[src/rtl/ysyx_bus_arb.sv]
// ysyx_bus_arb: two-master (IFU read-only, LSU read/write) to one-slave
// AXI4-Lite-style arbiter. A grant is held for one full transaction, from the
// address phase through the response, and the response goes back only to the
// granted requester.
// Build option: YSYX_ARB_RR_EN selects round-robin conflict resolution.
// Without it, LSU always wins conflicts.
module ysyx_bus_arb #(
  parameter int unsigned ADDR_W = 32,
  parameter int unsigned DATA_W = 32
) (
  input  logic                clk,
  input  logic                rst,
  // IFU read port
  input  logic [ADDR_W-1:0]   ifu_araddr,
  input  logic                ifu_arvalid,
  output logic [DATA_W-1:0]   ifu_rdata,
  output logic                ifu_rvalid,
  // LSU read port
  input  logic [ADDR_W-1:0]   lsu_araddr,
  input  logic                lsu_arvalid,
  output logic [DATA_W-1:0]   lsu_rdata,
  output logic                lsu_rvalid,
  // LSU write port
  input  logic [ADDR_W-1:0]   lsu_awaddr,
  input  logic                lsu_awvalid,
  input  logic [DATA_W-1:0]   lsu_wdata,
  input  logic [DATA_W/8-1:0] lsu_wstrb,
  output logic                lsu_bvalid,
  // slave AR channel
  output logic [ADDR_W-1:0]   m_araddr,
  output logic                m_arvalid,
  input  logic                m_arready,
  // slave R channel
  input  logic [DATA_W-1:0]   m_rdata,
  input  logic                m_rvalid,
  output logic                m_rready,
  // slave AW channel
  output logic [ADDR_W-1:0]   m_awaddr,
  output logic                m_awvalid,
  input  logic                m_awready,
  // slave W channel
  output logic [DATA_W-1:0]   m_wdata,
  output logic [DATA_W/8-1:0] m_wstrb,
  output logic                m_wvalid,
  input  logic                m_wready,
  // slave B channel
  input  logic                m_bvalid,
  output logic                m_bready
);

  localparam int unsigned STRB_W = DATA_W / 8;

  typedef enum logic [1:0] {
    S_IDLE   = 2'd0,
    S_IFU_RD = 2'd1,
    S_LSU_RD = 2'd2,
    S_LSU_WR = 2'd3
  } state_e;

  state_e state_q;
  state_e state_d;

  logic lsu_req;
  logic pick_lsu;
  logic gnt_ifu;
  logic gnt_lsu_rd;
  logic gnt_lsu_wr;
  logic r_done;
  logic b_done;

  assign lsu_req = lsu_awvalid | lsu_arvalid;
  assign r_done  = m_rvalid & m_rready;
  assign b_done  = m_bvalid & m_bready;

`ifdef YSYX_ARB_RR_EN
  // last granted master: 0 = IFU, 1 = LSU
  logic last_grant_q;

  // round-robin: on a conflict, favour the master that was not granted last
  always_comb begin
    pick_lsu = lsu_req;
    if (lsu_req && ifu_arvalid) begin
      pick_lsu = (last_grant_q == 1'b0);
    end
  end

  // remember the winner of every grant
  always_ff @(posedge clk or negedge rst) begin
    if (!rst) begin
      last_grant_q <= 1'b0;
    end else if (gnt_ifu) begin
      last_grant_q <= 1'b0;
    end else if (gnt_lsu_rd || gnt_lsu_wr) begin
      last_grant_q <= 1'b1;
    end
  end
`else
  // fixed priority: any LSU request beats IFU
  always_comb begin
    pick_lsu = lsu_req;
  end
`endif

  // grant decode, evaluated only in IDLE; a write beats a read within LSU
  always_comb begin
    gnt_ifu    = 1'b0;
    gnt_lsu_rd = 1'b0;
    gnt_lsu_wr = 1'b0;
    if (state_q == S_IDLE) begin
      if (pick_lsu) begin
        if (lsu_awvalid) gnt_lsu_wr = 1'b1;
        else             gnt_lsu_rd = 1'b1;
      end else if (ifu_arvalid) begin
        gnt_ifu = 1'b1;
      end
    end
  end

  // state register
  always_ff @(posedge clk or negedge rst) begin
    if (!rst) state_q <= S_IDLE;
    else      state_q <= state_d;
  end

  // next-state logic; each transaction returns to IDLE, which gives the bubble
  always_comb begin
    state_d = state_q;
    case (state_q)
      S_IDLE: begin
        if (gnt_lsu_wr)      state_d = S_LSU_WR;
        else if (gnt_lsu_rd) state_d = S_LSU_RD;
        else if (gnt_ifu)    state_d = S_IFU_RD;
      end
      S_IFU_RD, S_LSU_RD: begin
        if (r_done) state_d = S_IDLE;
      end
      S_LSU_WR: begin
        if (b_done) state_d = S_IDLE;
      end
      default: state_d = S_IDLE;
    endcase
  end

  // registered slave-side channel controls and payload
  always_ff @(posedge clk or negedge rst) begin
    if (!rst) begin
      m_araddr  <= '0;
      m_arvalid <= 1'b0;
      m_rready  <= 1'b0;
      m_awaddr  <= '0;
      m_awvalid <= 1'b0;
      m_wdata   <= '0;
      m_wstrb   <= STRB_W'(0);
      m_wvalid  <= 1'b0;
      m_bready  <= 1'b0;
    end else begin
      case (state_q)
        S_IDLE: begin
          if (gnt_lsu_wr) begin
            m_awaddr  <= lsu_awaddr;
            m_wdata   <= lsu_wdata;
            m_wstrb   <= lsu_wstrb;
            m_awvalid <= 1'b1;
            m_wvalid  <= 1'b1;
          end else if (gnt_lsu_rd) begin
            m_araddr  <= lsu_araddr;
            m_arvalid <= 1'b1;
          end else if (gnt_ifu) begin
            m_araddr  <= ifu_araddr;
            m_arvalid <= 1'b1;
          end
        end
        S_IFU_RD, S_LSU_RD: begin
          if (m_arvalid && m_arready) begin
            m_arvalid <= 1'b0;
            m_rready  <= 1'b1;
          end
          if (r_done) begin
            m_rready <= 1'b0;
          end
        end
        S_LSU_WR: begin
          if (m_awvalid && m_awready) m_awvalid <= 1'b0;
          if (m_wvalid && m_wready)   m_wvalid  <= 1'b0;
          // open B only once both AW and W have been accepted
          if (b_done) begin
            m_bready <= 1'b0;
          end else if ((!m_awvalid || m_awready) && (!m_wvalid || m_wready)) begin
            m_bready <= 1'b1;
          end
        end
        default: ;
      endcase
    end
  end

  // response routing: only the granted requester sees rvalid/bvalid and data
  always_comb begin
    ifu_rvalid = 1'b0;
    lsu_rvalid = 1'b0;
    lsu_bvalid = 1'b0;
    ifu_rdata  = '0;
    lsu_rdata  = '0;
    if (state_q == S_IFU_RD && r_done) begin
      ifu_rvalid = 1'b1;
      ifu_rdata  = m_rdata;
    end
    if (state_q == S_LSU_RD && r_done) begin
      lsu_rvalid = 1'b1;
      lsu_rdata  = m_rdata;
    end
    if (state_q == S_LSU_WR && b_done) begin
      lsu_bvalid = 1'b1;
    end
  end

endmodule

[config.mk]
export PLATFORM = sky130hd
export DESIGN_NAME = ysyx_bus_arb
export DESIGN_NICKNAME = d
export VERILOG_FILES = /design/src/rtl/ysyx_bus_arb.sv
export SDC_FILE = /design/constraint.sdc
export NUM_CORES = 1
export LEC_CHECK = 0
export ABC_AREA = 1
export CORE_AREA = 2 2 134 136
export DETAILED_ROUTE_END_ITERATION = 6
export DIE_AREA = 0 0 136 138
export GPL_ROUTABILITY_DRIVEN = 0
export PLACE_DENSITY = 0.72
export SKIP_CTS_REPAIR_TIMING = 1
export SYNTH_ARGS = -nofsm -noshare
export SYNTH_HDL_FRONTEND = slang
export SYNTH_SLANG_ARGS = --single-unit
[constraint.sdc]
create_clock -name clk -period 1.8 [get_ports clk]
set_clock_uncertainty 0.2 [all_clocks]
set_input_delay 0.27 -clock clk [delete_from_list [all_inputs] [get_ports clk]]
set_output_delay 0.27 -clock clk [all_outputs]
set_load 0.02 [all_outputs]
== Word-level counts from Yosys, hierarchy flattened ==
Index checks and enable logic that the tools add are counted.
Cells by class
  reductions and logical operators: 26
  eq/ne operators: 12
  bitwise gates (word level): 4
  multiplexer cells: 36
Operator list (count)
  32-bit two-way mux: 4
  1-bit two-way mux: 23
  2-bit inequality test (second input constant): 7
  3-bit AND reduction: 4
  2-bit two-way mux: 5
  2-bit nonzero test: 5
  1-bit logical AND: 7
  1-bit case mux with 2 select lines: 3
  2-bit case mux with 3 select lines: 1
  2-bit AND reduction: 3
  2-bit equality test (second input constant): 2
  4-bit inequality test (second input constant): 1
  4-bit AND reduction: 1
  3-bit inequality test (second input constant): 1
  1-bit AND: 2
  2-bit by 1-bit equality test with 1-bit output (second input constant): 1
  1-bit logical NOT: 2
  2-bit logical NOT: 1
  1-bit logical OR: 2
  2-bit OR reduction: 1
  1-bit NOT: 1
  1-bit OR: 1
Storage, ports and cells
  logic and storage cells: 88
  input bits: 174
  bits in registers: 107

== Longest topological paths before layout ==
  depth after elaboration: 7
  gate-level depth with buffers: 9
  depth with buffers taken out: 8

== Worst setup path after synthesis ==
OpenSTA, ideal clock, no wires.
  path type: register to output
  start point: register m_rready
  end point: output port ifu_rdata[22]
  cell stages (with the launch flop): 6
  arrival: 1.192 ns
  buffers on the path: 1
  setup slack: 0.138 ns
  cells stage by stage: dfrtp_1 -> nand2_1 -> inv_1 -> nand2_1 -> buf_2 -> nor2_1
Between the ends
  cells in the longest elaborated chain, start to end: 3
RTL lines
  from (decl): RTL line 36  | output logic m_rready,
  from (signal assigned): RTL line 149  | m_rready <= 1'b0;
  from (signal assigned): RTL line 176  | m_rready <= 1'b1;
  from (signal assigned): RTL line 179  | m_rready <= 1'b0;
  1-bit AND: RTL line 72  | assign r_done = m_rvalid & m_rready;
  1-bit logical AND: RTL line 204  | if (state_q == S_IFU_RD && r_done) begin
  32-bit two-way mux: RTL line 204
  to (decl): RTL line 16  | output logic [DATA_W-1:0] ifu_rdata,
Every way passes these cells.

== Final worst setup path ==
  start point: register state_q[0]
  end point: output port lsu_rdata[26]
Between the ends
  cells in the longest elaborated chain, start to end: 3
RTL lines
  from (decl): RTL line 60  | state_e state_q;
  from (signal assigned): RTL line 122  | else state_q <= state_d;
  2-bit equality test: RTL line 208  | if (state_q == S_LSU_RD && r_done) begin
  1-bit logical AND: RTL line 208
  32-bit two-way mux: RTL line 208
  to (decl): RTL line 21  | output logic [DATA_W-1:0] lsu_rdata,
Every way passes these cells.

==> impl.org <==
** Outcome
- The flow ran to the end, but the final reports show violations.
- Violated checks :: negative setup slack

** Logic synthesis
- Main synth FF type :: dfrtp_1
- Synth area leader :: dfrtp_1
- Synth top cells by count :: 345 x nand2_1, 109 x inv_1, 107 x dfrtp_1, 66 x nor2_1, 40 x nand3_1
- Area contributors post-synth :: dfrtp_1 51%, nand2_1 25%, inv_1 7.8%
- Yosys synthesis warning count :: 0
- Number of flops mapped to enable cells by yosys :: 0
- Count leader, synth :: nand2_1
- Synthesis produced a netlist with a net count of 906.
- The synthesized netlist contains 21 unique library cells.
- The mapped netlist covers 5275 um^2.
- After synthesis, the largest area contributor takes up 50.76% of total cell area.
- Average instance area after synthesis :: 7.246 um^2
- Ys async rst share :: 100.0%
- In the synthesized netlist, the number of instances is 728.
- After synthesis the netlist holds a flip-flop and latch count of 107.
- The share of the Yosys chip area taken by registers is 50.76%.

** Cells and area
- For this run, the post-layout net count is 1284.
- Antenna diode instance count :: 0
- Compared with the post-synthesis result, the final layout area differs by 98.53%.
- Final non-filler cell area :: 10470 um^2
- The post-route netlist has 19.89% of its cells at a drive strength greater than 1.
- Counting the fill cells in the layout gives 1553.
- Final cell count without fillers :: 1340

** Timing
- Share of the cycle needed by the critical path after routing :: 110.4%
- Relative slew slack :: 76.47%
- The number of failing hold endpoints at the final stage was 0.
- Setup repair after global routing could not meet its margin everywhere.
- Transition at the pin with the smallest max-transition slack :: 0.3529 ns
- For this run, the top clock speed supported by timing is 503.4 MHz.
- Final-report max-slew violation count :: 0
- Setup ws final :: -0.1864 ns
- Total setup violations reported at the end of the flow :: 99
- Final period demand of the worst path :: 1.986 ns

** GRT
- Global-route usage over all layers :: 18.04%
- Entering global routing, the biggest net connects 34 pins.
- Vias in the first global route :: 5270
- Wire length of the first global-routing pass :: 26.90 mm
- Global-route congestion overflow total :: 0
- The number of antenna violations at the first check in global routing came to 0.

** Power and ir drop
- Leakage dissipation :: 6.487 nW
- Peak VDD IR :: 0.7861 mV
- Dividing total power by cell area gives a power density of 1389 nW/um^2.

** Run
- The tool flagged a number of max-cap violations equal to 0.

** Clock tree
- Root Buffer Master :: clkbuf_16
- TritonCTS buffer count :: 9
- Clock Pin Slew Worst Setup and Hold Paths :: 0.08 ns
- Maximum root-to-sink buffer count :: 2
- The clock reaches the later pin of the worst-skew pair after 0.34 ns.
- Clock tree from TritonCTS :: done
- Sinks on the clock net :: 107
- H-tree levels :: 3

** Drt
- Routed Antenna Nets :: 0
- DRC :: 0
- Across all layers, the routed design uses 5814 vias.
- Pre-Repair DR Iteration Count :: 4
- Dividing the detail-routed via count by the number of cells gives 4.339.
- Count of routing violations after the opening detailed-route iteration :: 227
- Dividing the detail-routed wire length by the instance count gives 14.68 um.
- Final wirelength :: 19.67 mm

** Min path
- Type of the most critical hold path :: input pin to asynchronous set/reset pin

** Floorplanning
- Horizontal die dimension :: 136 um
- After floorplanning, the core was divided into 49 placement rows.
- Starting Density :: 30.08%
- Number of top-level pins :: 346
- After floorplanning, the core was sized to cover 17530 um^2.
- Overall die area :: 18770 um^2
- DIE HEIGHT :: 138 um

** Worst setup path
- The critical path is of the register to output port type.
- Cell with the biggest individual delay on the critical path :: dfrtp_2
- At the worst endpoint, the arrival time is 1.52 ns.
- The worst setup path is captured at an output port.
- For the worst setup path, the data required time is 1.33 ns.
- Maximum fanout along the worst path :: 8
- Launching element type of the critical path :: register
- On the worst path, the slowest cell contributes a delay of 0.44 ns.
- Ordered cell list for the critical path :: inv_2 -> ha_4 -> nand2_8 -> buf_6 -> nor2_1 -> buf_4

** Placement
- During placement, the flow inserted port buffers numbering 345.
- DP Worst Slack :: -0.5769 ns
- Instance area after placement :: 9260 um^2
- Half-perimeter wire length of the detailed placement result :: 13.41 mm
- Number of placed cells counting well taps :: 1306
==> sequential cells by signal, summed over array words and instances, names as in the netlist <==
register	count
m_araddr	32
m_arvalid	1
m_awaddr	32
m_awvalid	1
m_bready	1
m_rready	1
m_wdata	32
m_wstrb	4
m_wvalid	1
state_q	2
==> per-layer routing <==
layer	vias to the layer above	share of wire, %	track usage [%]
met4	0	1.8	4.934
met1	2682	38	20.20
li1	2873	-	-
met5	-	0	0
met2	231	51	31.98
met3	28	9.5	6.601
==> final cells by class <==
cell class	instances	area, um^2	area share, %
Tap cell	229	286.5	2.736
Inverter	113	441.7	4.217
Sequential cell	107	2680	25.59
Timing Repair Buffer	400	4472	42.70
Clock buffer	10	229.0	2.186
Clock inverter	6	96.34	0.9200
Multi-Input combinational cell	475	2267	21.65
==> layout by cell type (no fill, tap or decap), drive strengths merged <==
| cell type | netlist | final |
|---|---|---|
| dlygate4sd3 | 0 | 1 |
| nand4 | 1 | 1 |
| nand3 | 41 | 41 |
| clkbuf | 7 | 21 |
| nor2 | 68 | 68 |
| buf | 26 | 111 |
| dfrtp | 107 | 107 |
| bufinv | 0 | 2 |
| clkinv | 0 | 1 |
| clkinvlp | 0 | 1 |
| a21oi | 2 | 2 |
| a22oi | 1 | 1 |
| nand2 | 357 | 357 |
| clkdlybuf4s50 | 0 | 174 |
| ha | 4 | 4 |
| dlymetal6s2s | 0 | 103 |
| inv | 113 | 115 |
| o21ai | 1 | 1 |
==> where the power goes <==
group	internal, W	switching [W]
registers	0.00355	0.000618
clock network	0.00124	0.000935
logic	0.00382	0.00438
total	0.00861	0.00594
==> cell families (layout without fill, tap and decap cells) <==
family	Yosys count	in the layout	share of synthesized area [%]
compound gates	4	4	0.4269
fa+ha+maj	4	4	0.9488
buf+inv	146	529	12.17
flops	107	107	50.76
simple gates	467	467	35.70
==> worst paths after layout <==
kind                                               start                       end  slack (ns)  cells after the start
worst max-delay path              state_q[0]$_DFFE_PN0P_             lsu_rdata[26]       -0.19                      6
worst min-delay path                                 rst   m_awaddr[7]$_DFFE_PN0P_        0.17                      2
worst max register to register    state_q[0]$_DFFE_PN0P_  m_araddr[24]$_DFFE_PN0P_       -0.12                     10
worst min register to register  m_awaddr[28]$_DFFE_PN0P_  m_awaddr[28]$_DFFE_PN0P_        0.27                      2
max in group asynchronous                            rst  m_araddr[31]$_DFFE_PN0P_        0.71                      3
min in group clk                            lsu_wdata[6]    m_wdata[6]$_DFFE_PN0P_        0.25                      3
==> worst max-delay path: cells and delay by family (launching register included) <==
family	cells	cell delay, ns
simple gates	2	0.18
buf+inv	3	0.40
flops	1	0.44
fa+ha+maj	1	0.15
==> per-stage QoR <==
step,util [%],setup TNS (ns),power (W),hold slack [ns]
final,59.73,-11.46,0.01455,0.1725
after global routing,59.73,-17.94,0.01548,0.1906
after CTS,54.67,-46.07,0.01422,-0.3816
after detailed placement,52.81,-38.73,0.01197,0.006177
after global placement,52.81,-37.15,0.01185,0.007796
after floorplan,-,0,0.007918,-0.2256
No activity file was read; power rests on OpenSTA's default activity.
